==> config.mk <==
export PLATFORM = sky130hd
export DESIGN_NAME = player_fire_ctrl
export DESIGN_NICKNAME = d
export VERILOG_FILES = /design/src/rtl/block_shooter_pkg.sv /design/src/rtl/tick_divider.sv /design/src/rtl/player_fire_ctrl.sv
export SDC_FILE = /design/constraint.sdc
export NUM_CORES = 1
export LEC_CHECK = 0
export BUFFER_PORTS_ARGS = -buffer_cell sky130_fd_sc_hd__buf_4
export CAP_MARGIN = 20
export CORE_MARGIN = 2
export CORE_UTILIZATION = 60
export CTS_CLUSTER_SIZE = 20
export DETAILED_ROUTE_END_ITERATION = 8
export PLACE_DENSITY_LB_ADDON = 0.08
export SETUP_SLACK_MARGIN = 0.15
export SLEW_MARGIN = 20
export SYNTH_ARGS = -nofsm -noshare
export SYNTH_HDL_FRONTEND = slang
export SYNTH_SLANG_ARGS = --single-unit
export TNS_END_PERCENT = 30
==> constraint.sdc <==
create_clock -name clock -period 4.2 [get_ports clock]
set_input_delay 0.42 -clock clock [delete_from_list [all_inputs] [get_ports clock]]
set_output_delay 0.42 -clock clock [all_outputs]
set_load 0.02 [all_outputs]
==> src/rtl/block_shooter_pkg.sv <==
// block_shooter_pkg
//   Shared types and defaults for the block shooter game datapath.
//   - COORD_W            : width of every screen coordinate (8 bits)
//   - SCREEN_W_DEFAULT   : default playfield width in pixels
//   - PLAYER_W_DEFAULT   : default player sprite width in pixels
//   - fire_state_t       : fire handshake FSM states {IDLE, REQ, COOL}
//   - dir_t              : decoded horizontal direction {NONE, LEFT, RIGHT}
//   - decode_dir()       : maps held left/right keys to a dir_t
package block_shooter_pkg;

  localparam int COORD_W          = 8;
  localparam int SCREEN_W_DEFAULT = 160;
  localparam int PLAYER_W_DEFAULT = 8;

  typedef enum logic [1:0] {IDLE, REQ, COOL} fire_state_t;

  typedef enum logic [1:0] {NONE, LEFT, RIGHT} dir_t;

  // Both keys held cancel each other out, same as no key held.
  function automatic dir_t decode_dir(input logic left_key, input logic right_key);
    dir_t result;
    result = NONE;
    if (left_key && !right_key) result = LEFT;
    else if (right_key && !left_key) result = RIGHT;
    return result;
  endfunction

endpackage

==> src/rtl/tick_divider.sv <==
// tick_divider
//   Counts enabled cycles and emits a one-cycle tick on every MODULUS-th one.
//   Parameters:
//   - MODULUS : cycles per tick, must be >= 2
//   Ports:
//   - clock : system clock
//   - reset : synchronous, active-low
//   - run   : count this cycle
//   - clear : discard the accumulated count; the current cycle still counts if run is high
//   - tick  : high in the cycle that completes a full MODULUS-cycle period
module tick_divider #(
  parameter int MODULUS = 4
) (
  input  logic clock,
  input  logic reset,
  input  logic run,
  input  logic clear,
  output logic tick
);

  localparam int CNT_W = (MODULUS > 1) ? $clog2(MODULUS) : 1;
  localparam logic [CNT_W-1:0] LAST = CNT_W'(MODULUS - 1);

  logic [CNT_W-1:0] count;
  logic [CNT_W-1:0] base;

  // Clearing restarts the period on this very cycle, so the first tick
  // lands exactly MODULUS cycles after a (re)start.
  always_comb begin
    base = clear ? '0 : count;
    tick = run && (base == LAST);
  end

  always_ff @(posedge clock) begin
    if (!reset) begin
      count <= '0;
    end else if (!run || tick) begin
      count <= '0;
    end else begin
      count <= base + 1'b1;
    end
  end

endmodule

==> src/rtl/player_fire_ctrl.sv <==
// player_fire_ctrl
//   Turns held a/d/space key levels into a rate-limited, edge-clamped player
//   position and rate-limited bullet spawn requests over a req/ack handshake.
//   Build option: define PLAYER_FIRE_AUTOREPEAT_EN to let a held fire key
//   fire once per cooldown; otherwise each press fires exactly once.
//   Parameters: SCREEN_W, PLAYER_W, X_START, MOVE_DIV (>=2), FIRE_COOLDOWN (>=1)
//   Ports:
//   - clock    : system clock
//   - reset    : synchronous, active-low
//   - a, d     : left / right key held
//   - space    : fire key held
//   - fire_ack : bullet engine accepts the pending request
//   - player_x : left edge of the player, 0..SCREEN_W-PLAYER_W
//   - fire_req : bullet spawn request
//   - fire_x   : spawn column, frozen while fire_req is high
//   - cooling  : high while the cooldown counter runs
module player_fire_ctrl
  import block_shooter_pkg::*;
#(
  parameter int SCREEN_W      = SCREEN_W_DEFAULT,
  parameter int PLAYER_W      = PLAYER_W_DEFAULT,
  parameter int X_START       = 76,
  parameter int MOVE_DIV      = 500000,
  parameter int FIRE_COOLDOWN = 12500000
) (
  input  logic               clock,
  input  logic               reset,
  input  logic               a,
  input  logic               d,
  input  logic               space,
  input  logic               fire_ack,
  output logic [COORD_W-1:0] player_x,
  output logic               fire_req,
  output logic [COORD_W-1:0] fire_x,
  output logic               cooling
);

  localparam logic [COORD_W-1:0] X_MAX  = COORD_W'(SCREEN_W - PLAYER_W);
  localparam logic [COORD_W-1:0] X_INIT = COORD_W'(X_START);
  localparam logic [COORD_W-1:0] HALF_W = COORD_W'(PLAYER_W / 2);
  localparam int                 COOL_W = (FIRE_COOLDOWN > 1) ? $clog2(FIRE_COOLDOWN) : 1;
  localparam logic [COOL_W-1:0]  COOL_LOAD = COOL_W'(FIRE_COOLDOWN - 1);

  dir_t              dir;
  dir_t              prev_dir;
  logic              move_run;
  logic              move_clear;
  logic              step;
  fire_state_t       state;
  fire_state_t       next_state;
  logic [COOL_W-1:0] cool_count;
  logic              armed;
  logic              fire_start;

  assign dir        = decode_dir(a, d);
  assign move_run   = (dir != NONE);
  // A direction reversal restarts the cadence so the new direction waits a full period.
  assign move_clear = (dir == NONE) || (dir != prev_dir);
  assign fire_start = (state == IDLE) && (next_state == REQ);

  always_ff @(posedge clock) begin
    if (!reset) prev_dir <= NONE;
    else        prev_dir <= dir;
  end

  tick_divider #(
    .MODULUS (MOVE_DIV)
  ) u_move_div (
    .clock (clock),
    .reset (reset),
    .run   (move_run),
    .clear (move_clear),
    .tick  (step)
  );

  // Steps that would leave the playfield are dropped rather than wrapped.
  always_ff @(posedge clock) begin
    if (!reset) begin
      player_x <= X_INIT;
    end else if (step) begin
      if (dir == LEFT && player_x != '0)         player_x <= player_x - 1'b1;
      else if (dir == RIGHT && player_x < X_MAX) player_x <= player_x + 1'b1;
    end
  end

  always_ff @(posedge clock) begin
    if (!reset) state <= IDLE;
    else        state <= next_state;
  end

  // IDLE is never cooling, so only arming gates a new request.
  always_comb begin
    next_state = state;
    case (state)
      IDLE:    if (space && armed) next_state = REQ;
      REQ:     if (fire_ack) next_state = COOL;
      COOL:    if (cool_count == '0) next_state = IDLE;
      default: next_state = IDLE;
    endcase
  end

  always_comb begin
    fire_req = (state == REQ);
    cooling  = (state == COOL);
  end

  // fire_x is captured from the registered position, i.e. before any step
  // taking effect on the same edge.
  always_ff @(posedge clock) begin
    if (!reset) begin
      fire_x     <= '0;
      cool_count <= '0;
    end else begin
      if (fire_start) fire_x <= player_x + HALF_W;
      if (state == REQ && fire_ack)              cool_count <= COOL_LOAD;
      else if (state == COOL && cool_count != '0) cool_count <= cool_count - 1'b1;
    end
  end

`ifdef PLAYER_FIRE_AUTOREPEAT_EN
  assign armed = 1'b1;
`else
  // One shot per press: re-arm only once the key is seen released.
  always_ff @(posedge clock) begin
    if (!reset)          armed <= 1'b1;
    else if (!space)     armed <= 1'b1;
    else if (fire_start) armed <= 1'b0;
  end
`endif

endmodule

==> metrics.txt <==
status=finished clean; post-layout util=69.2%; boundary pin count=24; ranking of synthesized cells by area=sky130_fd_sc_hd__dfxtp_1 38%, sky130_fd_sc_hd__ha_1 4.9%, sky130_fd_sc_hd__nor2_1 4.8%, sky130_fd_sc_hd__xnor2_1 4.2%, sky130_fd_sc_hd__xor2_1 3.4%; switching power of the nets=0.000425 W; leakage component of the power=1.41 nW; area of the core=~0.0054 mm2; Diodes inserted=0; fill cell instance count of the final layout=approximately 460; most common cell after layout, fill and taps aside=sky130_fd_sc_hd__dfxtp_1; total wirelength of the detailed-routed design=7210 um; Syn Nets=approximately 400; Synth Cell Area=0.00334 mm2; Worst Reg-to-Reg Cells=11; total of hold buffers inserted after clock tree synthesis=0; floorplan die area=0.00619 mm2; post-route minimum period=3.35 ns; width of the die=a little under 80 um; sum of negative setup slack=0 ns; Switching Share=29.0%; worst hold path type=in -> reg; number of iterations in the first detailed-routing pass=4; mean number of vias per cell=6.09; port buffer count=23; pins over their slew limit=0; maximum resistive drop on vdd=0.000230 V; H-tree depth=3; maximum capacitance violations=0; sequential cell area fraction in the yosys report=a little under two fifths; per-cell routed wire length=15.1 um; number of violations reported at the end of detailed-routing iteration 0=between 100 and 150; startpoint of the worst-slack reg-to-reg timing path=player_x[3]; setup skew after layout=0.00927 ns; Total GRT Usage=25.0%; maximum operating frequency=299 MHz; combined flip-flop and latch cell area=0.00128 mm2; Max transition margin=36.9%; Clock Power Share=36.0%; setup repair bufs after CTS=0; fraction of final layout cells with drive strength greater than 1=13.6%; starting density of the core=about three fifths; areal power density over the cells=390 mW/mm2; wire length of the first global-routing pass=around 12000 um; area used by multi-input combinational logic=0.00194 mm2; commonest cells after routing, fill and taps aside=64 x sky130_fd_sc_hd__dfxtp_1, 43 x sky130_fd_sc_hd__nor2_1, 24 x sky130_fd_sc_hd__buf_4; number of clock sinks=64; cells traversed along the worst timing path=inv_1 -> ha_1 -> or4b_2 -> o41ai_2 -> inv_1 -> ha_1 -> nor2b_1 -> o31a_1 -> o21ai_0 -> nor3b_1 -> o31ai_1; clock insertion delay at the later pin of the skew report=about 0.33 ns; portion of synthesized cell area occupied by the leading cell type=about two fifths; Fin. Hold Viols=0; vias in the first global route=around 2800; Tcrit/Tclk final=79.7%; Post-route DRC=0; clock tree from TritonCTS=done; worst path arrival time=3.54 ns; Logic pwr share=a little under a fifth; area added between synthesis and finish=12.5%; std cell rows=27; die span in y=just under 80 um; RSZ-0062 raised after global routing=false; final setup violation count=0; capture point of the worst reg-to-reg path=player_x[6]; Max Fanout on Critical Path=8; Main synth FF type=sky130_fd_sc_hd__dfxtp_1; clock transition at the registers of the reported paths=0.07 ns; setup slack of the most critical reg-to-reg path=0.85 ns; Sequential Power Share=between 40% and 50%; endpoint required time on the critical path=around 4.4 ns; Clock Root Buffer=sky130_fd_sc_hd__clkbuf_8; top cell type by total area after synthesis=sky130_fd_sc_hd__dfxtp_1; cell internal pwr=0.00104 W; routed vias=2906; post-route ant nets=0; Post-synth EDFFs=0; Congestion Overflow GR=0; Synth warnings=0; slowest cell delay on critical path=0.62 ns; Gate Count Post-Synth=around 380; antenna violations before repair=0; number of distinct standard cells referenced by the synthesized netlist=61; Tightest Pin Transition=0.942 ns; Crit Path Class=reg -> reg; endpoint kind of the worst setup timing path=register; TritonCTS Buffers=9; library cell contributing the largest single delay on the critical path=sky130_fd_sc_hd__or4b_2; buffer levels on the longest clock path=2; launching element of the worst setup path=player_x[3]; # nets final=420; CTS-repair resized insts=0; Mapped Avg Cell Area=8.82 um2; largest net degree at the start of global routing=30; GPL Wtd Cong=0.837; asr flop ratio synth=0%; flop and latch count out of synthesis=64; Critical Path Sink=player_x[6]; Critical Path Source Type=register; dpl hpwl=5110 um
==> cells in the mapped netlist (4+ instances only) <==
library cell	n
sky130_fd_sc_hd__o31ai_1	7
sky130_fd_sc_hd__nand2_1	20
sky130_fd_sc_hd__or3_1	12
sky130_fd_sc_hd__and2_1	6
sky130_fd_sc_hd__xor2_1	13
sky130_fd_sc_hd__inv_1	19
sky130_fd_sc_hd__a211oi_1	7
sky130_fd_sc_hd__xnor2_1	16
sky130_fd_sc_hd__o211ai_1	7
sky130_fd_sc_hd__nor4_1	10
sky130_fd_sc_hd__o21ai_0	6
sky130_fd_sc_hd__ha_1	13
sky130_fd_sc_hd__nand4_1	5
sky130_fd_sc_hd__buf_2	4
sky130_fd_sc_hd__nor3_1	9
sky130_fd_sc_hd__nand3_1	15
sky130_fd_sc_hd__or4_1	10
sky130_fd_sc_hd__a21oi_1	13
sky130_fd_sc_hd__and3_1	4
sky130_fd_sc_hd__dfxtp_1	64
sky130_fd_sc_hd__clkbuf_1	9
sky130_fd_sc_hd__mux2i_1	6
sky130_fd_sc_hd__nor2_1	43
sky130_fd_sc_hd__a31oi_1	6
==> worst min-delay path by stage <==
| stage | startpoint | endpoint | slack, ns | cells after the start |
|---|---|---|---|---|
| after floorplan | cool_count[5] | cool_count[5] | 0.44 | 2 |
| after global placement | cool_count[5] | cool_count[5] | 0.46 | 2 |
| after detailed placement | cool_count[18] | cool_count[18] | 0.48 | 1 |
| after CTS | space | armed | 0.28 | 2 |
| after global routing | space | armed | 0.29 | 2 |
| final | space | armed | 0.29 | 2 |
==> flip-flops by register name, summed over array words and instances, names as in the netlist <==
name and flops:
armed 1, cool_count 24, fire_x 8, player_x 8, prev_dir 2, state 2
u_move_div.count 19
==> cell families (layout without fill, tap and decap cells) <==
logic type	Yosys count	count (layout)	share of synthesized area [%]
AO/OA/AOI/OAI	73	73	16.5
XOR/XNOR	29	29	7.59
adder cells (fa/ha/maj)	14	14	5.46
buffers and inverters	33	59	3.85
flip-flops	64	64	38.3
multiplexers	7	7	2.13
AND/OR/NAND/NOR	159	159	26.2
==> critical path, delay by kind of cell (launching register included) <==
| family | cells | cell delay [ns] |
|---|---|---|
| compound gates | 4 | 0.92 |
| buf+inv | 2 | 0.35 |
| flops | 1 | 0.39 |
| simple gates | 3 | 1.04 |
| fa+ha+maj | 2 | 0.52 |
==> power groups by stage <==
stage / combinational, W / clock (W) / sequential (W)
2_1_floorplan: 0.000212 / 0 / 0.000677
4_1_cts: 0.000273 / 0.000536 / 0.000665
3_5_place_dp: 0.000270 / 0 / 0.000678
5_1_grt: 0.000304 / 0.000568 / 0.000669
3_3_place_gp: 0.000264 / 0 / 0.000676
6_report: 0.000275 / 0.000528 / 0.000665
==> per-layer routing <==
layer | track usage [%] | routed length [um]
met5 | 0 | 0
met4 | 10.2 | 157
met3 | 5.40 | 365
met2 | 43.9 | 3590
met1 | 29.4 | 3090
==> stage by stage <==
stage               hold slack, ns  instances  total power, W  cell area [um2]  worst slack [ns]
CTS                          0.280        477         0.00147             3760             0.847
floorplan                    0.438        379        0.000889             3340              1.20
detailed placement           0.478        461        0.000948             3560             0.627
finish                       0.289        477         0.00147             3760             0.852
global placement             0.457        461        0.000940             3560             0.804
global route                 0.289        477         0.00154             3760             0.615
==> cell type report <==
class,instances,share of cell area [%]
inverters,19,1.90
flip-flops and latches,64,34.1
clock inverters,3,1.06
repair buffers,24,4.79
multi-input cells,282,51.6
clock buffers,13,4.22
well taps,72,2.39
No activity file was read; power rests on OpenSTA's default activity.
